### config.mk
export PLATFORM = sky130hd
export DESIGN_NAME = bcd_display_scan_flat
export DESIGN_NICKNAME = d
export VERILOG_FILES = /design/src/rtl/bcd_display_scan_if.sv /design/src/rtl/bcd_display_scan.sv /design/src/flat_wrapper.sv
export SDC_FILE = /design/constraint.sdc
export NUM_CORES = 1
export LEC_CHECK = 0
export ABC_AREA = 1
export BUFFER_PORTS_ARGS = -buffer_cell sky130_fd_sc_hd__buf_2
export CORE_UTILIZATION = 50
export CTS_BUF_LIST = sky130_fd_sc_hd__clkbuf_16
export DETAILED_ROUTE_END_ITERATION = 12
export GPL_ROUTABILITY_DRIVEN = 0
export PLACE_DENSITY_LB_ADDON = 0.12
export SYNTH_ARGS = -nofsm -noshare
export SYNTH_HDL_FRONTEND = slang
export SYNTH_SLANG_ARGS = --single-unit
### constraint.sdc
create_clock -name clk -period 2.4 [get_ports clk]
set_input_delay 0.12 -clock clk [delete_from_list [all_inputs] [get_ports clk]]
set_output_delay 0.12 -clock clk [all_outputs]
set_load 0.1 [all_outputs]
### src/rtl/bcd_display_scan_if.sv
// Display-side bus of bcd_display_scan: BCD word input with its load strobe,
// the segment/digit drive outputs, the frame pulse and a scan-state debug flag.
interface bcd_display_scan_if;
    // load is a plain strobe with no ready: bcd_in is taken on every rising
    // edge where load=1, and the display never stalls or refuses a word.
    logic [11:0] bcd_in;
    logic        load;
    logic [6:0]  seg;
    logic [2:0]  dig_sel;
    logic        frame_done;
    logic        scan_state;

    modport master (
        output bcd_in,
        output load,
        input  seg,
        input  dig_sel,
        input  frame_done,
        input  scan_state
    );

    modport slave (
        input  bcd_in,
        input  load,
        output seg,
        output dig_sel,
        output frame_done,
        output scan_state
    );
endinterface

### src/rtl/bcd_display_scan.sv
// Time-multiplexed 3-digit seven-segment scanner with double-buffered input,
// one blank cycle between digits and frame-synchronous word updates.
// Optional leading-zero blanking is enabled by defining BCD_SCAN_LZB_EN.
module bcd_display_scan #(
    parameter int PRESCALE_W = 10
) (
    input  logic                  clk,
    input  logic                  rst,
    bcd_display_scan_if.slave     bus_if
);

    typedef enum logic {
        ST_IDLE = 1'b0,
        ST_SCAN = 1'b1
    } state_t;

    localparam logic [PRESCALE_W-1:0] DWELL_MAX = {PRESCALE_W{1'b1}};
    localparam logic [PRESCALE_W-1:0] DWELL_ONE = {{(PRESCALE_W-1){1'b0}}, 1'b1};

    state_t                state_q, state_d;
    logic [11:0]           active_q, active_d;
    logic [11:0]           shadow_q, shadow_d;
    logic                  pending_q, pending_d;
    logic [1:0]            digit_q, digit_d;
    logic [PRESCALE_W-1:0] dwell_q, dwell_d;
    logic [6:0]            seg_q, seg_d;
    logic [2:0]            dig_sel_q, dig_sel_d;
    logic                  frame_done_q, frame_done_d;

    logic                  boundary;
    logic [3:0]            nibble;
    logic                  lz_blank;

    function automatic logic [6:0] decode(input logic [3:0] n);
        logic [6:0] s;
        case (n)
            4'd0:    s = 7'h3F;
            4'd1:    s = 7'h06;
            4'd2:    s = 7'h5B;
            4'd3:    s = 7'h4F;
            4'd4:    s = 7'h66;
            4'd5:    s = 7'h6D;
            4'd6:    s = 7'h7D;
            4'd7:    s = 7'h07;
            4'd8:    s = 7'h7F;
            4'd9:    s = 7'h6F;
            default: s = 7'h40;
        endcase
        return s;
    endfunction

    assign boundary = (digit_q == 2'd2) && (dwell_q == DWELL_MAX);

    always_comb begin
        nibble = active_q[3:0];
        case (digit_q)
            2'd1:    nibble = active_q[7:4];
            2'd2:    nibble = active_q[11:8];
            default: nibble = active_q[3:0];
        endcase
    end

`ifdef BCD_SCAN_LZB_EN
    always_comb begin
        lz_blank = 1'b0;
        if (digit_q == 2'd2 && active_q[11:8] == 4'd0) begin
            lz_blank = 1'b1;
        end else if (digit_q == 2'd1 && active_q[11:4] == 8'd0) begin
            lz_blank = 1'b1;
        end
    end
`else
    assign lz_blank = 1'b0;
`endif

    always_comb begin
        state_d      = state_q;
        active_d     = active_q;
        shadow_d     = shadow_q;
        pending_d    = pending_q;
        digit_d      = digit_q;
        dwell_d      = dwell_q;
        seg_d        = 7'h00;
        dig_sel_d    = 3'b000;
        frame_done_d = 1'b0;

        case (state_q)
            ST_IDLE: begin
                if (bus_if.load) begin
                    active_d = bus_if.bcd_in;
                    dwell_d  = '0;
                    digit_d  = 2'd0;
                    state_d  = ST_SCAN;
                end
            end
            ST_SCAN: begin
                dwell_d = dwell_q + DWELL_ONE;
                if (dwell_q == DWELL_MAX) begin
                    digit_d = (digit_q == 2'd2) ? 2'd0 : digit_q + 2'd1;
                end

                // dwell==0 is the anti-ghosting gap: everything dark.
                if (dwell_q != '0) begin
                    dig_sel_d = 3'b001 << digit_q;
                    seg_d     = lz_blank ? 7'h00 : decode(nibble);
                end

                // A load on the boundary itself bypasses the shadow so it is
                // shown from the very next frame without waiting a whole frame.
                if (boundary) begin
                    frame_done_d = 1'b1;
                    if (bus_if.load) begin
                        active_d  = bus_if.bcd_in;
                        pending_d = 1'b0;
                    end else if (pending_q) begin
                        active_d  = shadow_q;
                        pending_d = 1'b0;
                    end
                end else if (bus_if.load) begin
                    shadow_d  = bus_if.bcd_in;
                    pending_d = 1'b1;
                end
            end
            default: begin
                state_d = ST_IDLE;
            end
        endcase
    end

    always_ff @(posedge clk) begin
        if (rst) begin
            state_q      <= ST_IDLE;
            active_q     <= 12'h000;
            shadow_q     <= 12'h000;
            pending_q    <= 1'b0;
            digit_q      <= 2'd0;
            dwell_q      <= '0;
            seg_q        <= 7'h00;
            dig_sel_q    <= 3'b000;
            frame_done_q <= 1'b0;
        end else begin
            state_q      <= state_d;
            active_q     <= active_d;
            shadow_q     <= shadow_d;
            pending_q    <= pending_d;
            digit_q      <= digit_d;
            dwell_q      <= dwell_d;
            seg_q        <= seg_d;
            dig_sel_q    <= dig_sel_d;
            frame_done_q <= frame_done_d;
        end
    end

    assign bus_if.seg        = seg_q;
    assign bus_if.dig_sel    = dig_sel_q;
    assign bus_if.frame_done = frame_done_q;
    assign bus_if.scan_state = (state_q == ST_SCAN);

endmodule

### src/flat_wrapper.sv
// flat-port wrapper written by rule: the top's interface ports become plain ports
module bcd_display_scan_flat 
#(
    parameter int PRESCALE_W = 10
)
  (clk, rst, bus_if_bcd_in, bus_if_load, bus_if_seg, bus_if_dig_sel, bus_if_frame_done, bus_if_scan_state);
  bcd_display_scan_if bus_if_i ();
  input  logic clk;
  input  logic rst;
  input wire logic [$bits(bus_if_i.bcd_in)-1:0] bus_if_bcd_in;
  input wire logic [$bits(bus_if_i.load)-1:0] bus_if_load;
  output wire logic [$bits(bus_if_i.seg)-1:0] bus_if_seg;
  output wire logic [$bits(bus_if_i.dig_sel)-1:0] bus_if_dig_sel;
  output wire logic [$bits(bus_if_i.frame_done)-1:0] bus_if_frame_done;
  output wire logic [$bits(bus_if_i.scan_state)-1:0] bus_if_scan_state;
  assign bus_if_i.bcd_in = bus_if_bcd_in;
  assign bus_if_i.load = bus_if_load;
  assign bus_if_seg = bus_if_i.seg;
  assign bus_if_dig_sel = bus_if_i.dig_sel;
  assign bus_if_frame_done = bus_if_i.frame_done;
  assign bus_if_scan_state = bus_if_i.scan_state;
  bcd_display_scan #(.PRESCALE_W(PRESCALE_W)) u_core (.clk(clk), .rst(rst), .bus_if(bus_if_i));
endmodule
Word-level counts from Yosys, hierarchy flattened
Memories as Yosys holds them, arrays and structs flattened. A register that Yosys moved wholly into a read port is not among the register bits.
Index checks and enable logic that the tools add are counted.
Storage, ports and cells
  logic and storage cells: 48
  memories: 1
  bits in read-only memories: 112
  bits in registers: 42
  output and inout port bits: 12
  bits of input ports: 15
Memory list
  (no name shown): depth 16, width 7, read ports 1, clocked after memory_dff 1, wr ports 0, RTL line bcd_display_scan.sv:36  | case (n)
Cells by class
  shift-type cells: 1
  reductions and logical operators: 9
  muxes and demuxes: 17
  $add $sub $neg: 2
  bitwise gates (word level): 3
  equal/unequal tests: 7
Operators by type and width (count)
  12-bit two-way mux: 4
  12-bit one-hot mux with 2 select lines: 1
  10-bit one-hot mux with 2 select lines: 1
  10-bit by 1-bit adder with 10-bit output (second input constant): 1
  10-bit == test (second input constant): 1
  10-bit two-way mux: 1
  10-bit nonzero test: 1
  4-bit one-hot mux with 2 select lines: 1
  2-bit two-way mux: 3
  2-bit inequality test (second input constant): 3
  3-bit AND reduction: 2
  1-bit two-way mux: 5
  2-bit one-hot mux with 2 select lines: 1
  2-bit AND reduction: 2
  3-bit inequality test (second input constant): 1
  1-bit inverter: 3
  3-bit OR reduction: 1
  1-bit by 2-bit left shift with 3-bit output (first input constant): 1
  2-bit by 1-bit adder with 2-bit output (second input constant): 1
  2-bit by 1-bit == test with 1-bit output (second input constant): 1
  2-bit == test (second input constant): 1
  2-bit nonzero test: 1
  2-bit OR reduction: 1
  1-bit logical AND: 1

Longest topological paths before layout
  word-level depth: 4
  mapped depth: 11
  mapped depth without buffers: 11

Worst setup path before layout
OpenSTA, ideal clock, no wires.
  path kind: reg-to-reg
  start point: reg u_core.digit_q[1]
  end point: reg u_core.seg_q[3] (netlist: u_core.bus_if.seg[3])
  path buffers: 0
  arrival: 1.919 ns
  stages on the path, launching flop included: 10
  period minus slack after synthesis: 2.035 ns
  required time: 2.285 ns
  library setup time: 0.115 ns
  setup slack: 0.365 ns
  path through: dfxtp_1 > inv_1 > ha_1 > o21ai_0 > inv_1 > ha_1 > nand2_1 > nand2_1 > nor2_1 > nor2_1
Between the ends
  word-level cells in the longest chain between the ends: 2
  elaborated cells between the ends (all ways): 3
  classes of those cells: eq/ne (2); mux (1)
Ends and longest elaborated chain
  from (decl): RTL line bcd_display_scan.sv:24  | logic [1:0] digit_q, digit_d;
  from (signal assigned): RTL line bcd_display_scan.sv:146  | digit_q <= digit_d;
  2-bit == test or 2-bit by 1-bit == test with 1-bit output (tied branches): RTL line bcd_display_scan.sv:56  | case (digit_q)
  4-bit one-hot mux with 2 select lines *: RTL line bcd_display_scan.sv:56
  to (decl): RTL line bcd_display_scan.sv:26  | logic [6:0] seg_q, seg_d;
Every way passes the cells marked *; elsewhere a longest branch is shown, timed or not.
A chain may end at the register's enable or synchronous reset.

Worst setup path in the final report
Same ends and word-level chain as after synthesis.

==> reports/metrics.yaml <==
status: "finished clean"
drive_gt1_frac: 0.130
slew_headroom: 0.678
yosys_warnings: 0
post-place-cells: 444
grt_max_degree: 25
drt_wl_total_um: 5130
post-place-ws_ns: 0.540
yosys.area.top_type: "dfxtp_1"
cp-end-kind: "flip-flop"
hold-path-endpoint: "u_core.shadow_q[9]"
area_delta_synth_final_pct: 13.3
cts_resized: 0
hold_path_class: "in2reg"
cp_num_buf_inv: 2
fmax_ghz: 0.538
antenna_found_initial: 0
grt.overflow.total: 0
stdcell_count: 452
syn_nets: 385
worstPathArrival_ns: 2.04
synthCells: 358
syn_avg_cell_area_um2: 6.87
die_h_um: 72.1
critPathTopFamily: "adder cells"
synth_compound_area_frac: 0.0957
grt_pass1_wl_um: 8780
cts_buffer_depth: 2
tightest_slew_ns: 0.487
cp-start-kind: "flip-flop"
yosysMostFrequentCell: "nand2_1"
path_clk_slew_ns: 0.06
cp.required_ns: 2.58
maxCapViolCount: 0
path_cells: "inv_1 > ha_1 > o21ai_0 > inv_1 > ha_1 > nand2_1 > nand2_1 > nor2_1 > nor2_1"
setup_viol: 0
cts-hold-fix-buffers: 0
die_area_um2: 5200
rr_endpoint: "u_core.bus_if.seg[3]"
synth_edf_count: 0
synth_top_area_frac: 0.399
worstHoldStart: "bus_if_bcd_in[9]"
post-route-util: 0.590
synth_top_family_by_area: "simple AND/OR/NAND/NOR gates"
dr_total_vias: 2242
peakVddDrop_uv: 393
rows: 25
design_area_um2: 2790
ys.flop_type: "dfxtp_1"
cts_root_buf: "clkbuf_16"
r2r_start: "u_core.digit_q[1]"
drtIter0Drc: 147
synth_commonest_cells: "nand2_1, dfxtp_1, nand3_1, nor2_1, a21oi_1"
die_w_um: 72.1
cts_max_level: 2
worstRegToRegCells: 9
syn_area_um2: 2460
synth-simple-area-share: 0.359
clkLatencyLatePin_ns: 0.29
start_util: 0.521
nets: 411
rsz0062_at_grt: "false"
power_density_nw_per_um2: 643
clock_sinks: 49
postRouteAntennaNets: 0
finClkSkew_ns: 0.00500
io_pins: 27
period_minus_slack_ns: 1.86
fin_crit_sh: 0.775
cp_max_fo: 8
setup_slack_ns: 0.540
finalSetupTns_ns: 0
async_reset_ff_frac: 0
drtPass1Iterations: 4
ys_ff_latch: 49
synth_cell_types: 25
via_per_inst: 4.96
yosys-top-cells-area: "dfxtp_1, nand2_1, nand3_1, a21oi_1, nor2_1"
cts_buffers: 5
slew_violations: 0
n_antenna_cell: 0
coreArea_um2: 4720
synth_adder_area_share: 0.0611
synthMuxAreaShare: 0
grt_pass1_vias: 1990
drc_errors: 0
slowest_stage: "dfxtp_1"
critPathMaxStageDelay_ns: 0.39
ys_seq_area_frac: 0.399
crit_type: "reg2reg"
cts_tree: "yes"
p_leak_nw: 1.29
dpl.hpwl_um: 3620
wl_per_cell_um: 11.3
port_buffers: 26
dpl_cell_area_um2: 2650
grt_usage: 0.214
rrSetupSlack_ns: 0.54
synth_xor_area_frac: 0
finalHoldViolations: 0
hold_path_depth: 3
cts_setup_buffers: 0
[routing by layer]
metal,global-route usage,part of all wire,vias up
li1,-,-,1197
met1,0.286,0.48,985
met2,0.343,0.46,55
met3,0.0528,0.044,5
met4,0.0654,0.013,0
met5,0,0,-
[cells in the final DEF (no fill, tap or decap)]
cell,instances
nand2_1,100
dfxtp_1,49
nand3_1,46
nor2_1,44
a21oi_1,34
inv_1,33
buf_2,26
ha_1,12
buf_4,8
o21ai_0,5
clkbuf_16,5
nor3_1,4
nor2_4,2
nand2_2,2
o21ai_1,2
a22oi_1,2
nand4_1,2
clkinv_2,2
or2_2,1
nand3_4,1
nand2_4,1
inv_2,1
nor3_2,1
o21a_1,1
a211oi_1,1
[sequential cells by signal (all words and copies together), names as in the netlist, 2 cells and up]
| signal | flops |
|---|---|
| u_core.dwell_q | 10 |
| u_core.digit_q | 2 |
| u_core.bus_if.dig_sel | 3 |
| u_core.shadow_q | 12 |
| u_core.bus_if.seg | 7 |
| u_core.active_q | 12 |
[stage by stage]
| step | hold slack [ns] | total power [mW] |
|---|---|---|
| floorplan | 0.256 | 1.08 |
| global placement | 0.407 | 1.14 |
| detailed placement | 0.412 | 1.14 |
| CTS | 0.109 | 1.81 |
| global route | 0.115 | 1.88 |
| finish | 0.114 | 1.79 |
[area by class of cell]
class,instances,area [um^2]
clock buffers,5,125
clock inverters,3,13.8
fillers,492,1940
inverters,33,124
multi-input cells,261,1270
flip-flops and latches,49,981
well taps,67,83.8
repair buffers,34,190
[worst reg2reg max path: cells and delay by family, from the launching register on]
kind                       cells  cell delay [ns]
buffers and inverters          2             0.23
and+or+nand+nor                4             0.26
DFF                            1             0.39
AOI/OAI and AO/OA              1             0.24
adders and majority gates      2             0.64
[cell families after synthesis]
group	Yosys count
AOI/OAI and AO/OA	45
adders and majority gates	12
DFF	49
and+or+nand+nor	204
buffers and inverters	48
[power by group]
group,switching [mW],internal [mW]
clock network,0.289,0.379
registers,0.0200,0.848
logic,0.173,0.0817
[worst max-delay path by stage]
stage	from	endpoint	slack (ns)	depth (start not counted)
after floorplan	u_core.digit_q[1]	u_core.bus_if.seg[3]	0.37	9
after global placement	u_core.digit_q[1]	u_core.bus_if.seg[3]	0.59	9
after detailed placement	u_core.digit_q[1]	u_core.bus_if.seg[3]	0.54	9
after CTS	u_core.digit_q[1]	u_core.bus_if.seg[3]	0.53	9
after global routing	u_core.digit_q[1]	u_core.bus_if.seg[3]	0.31	9
final	u_core.digit_q[1]	u_core.bus_if.seg[3]	0.54	9
No activity file was read; power rests on OpenSTA's default activity.
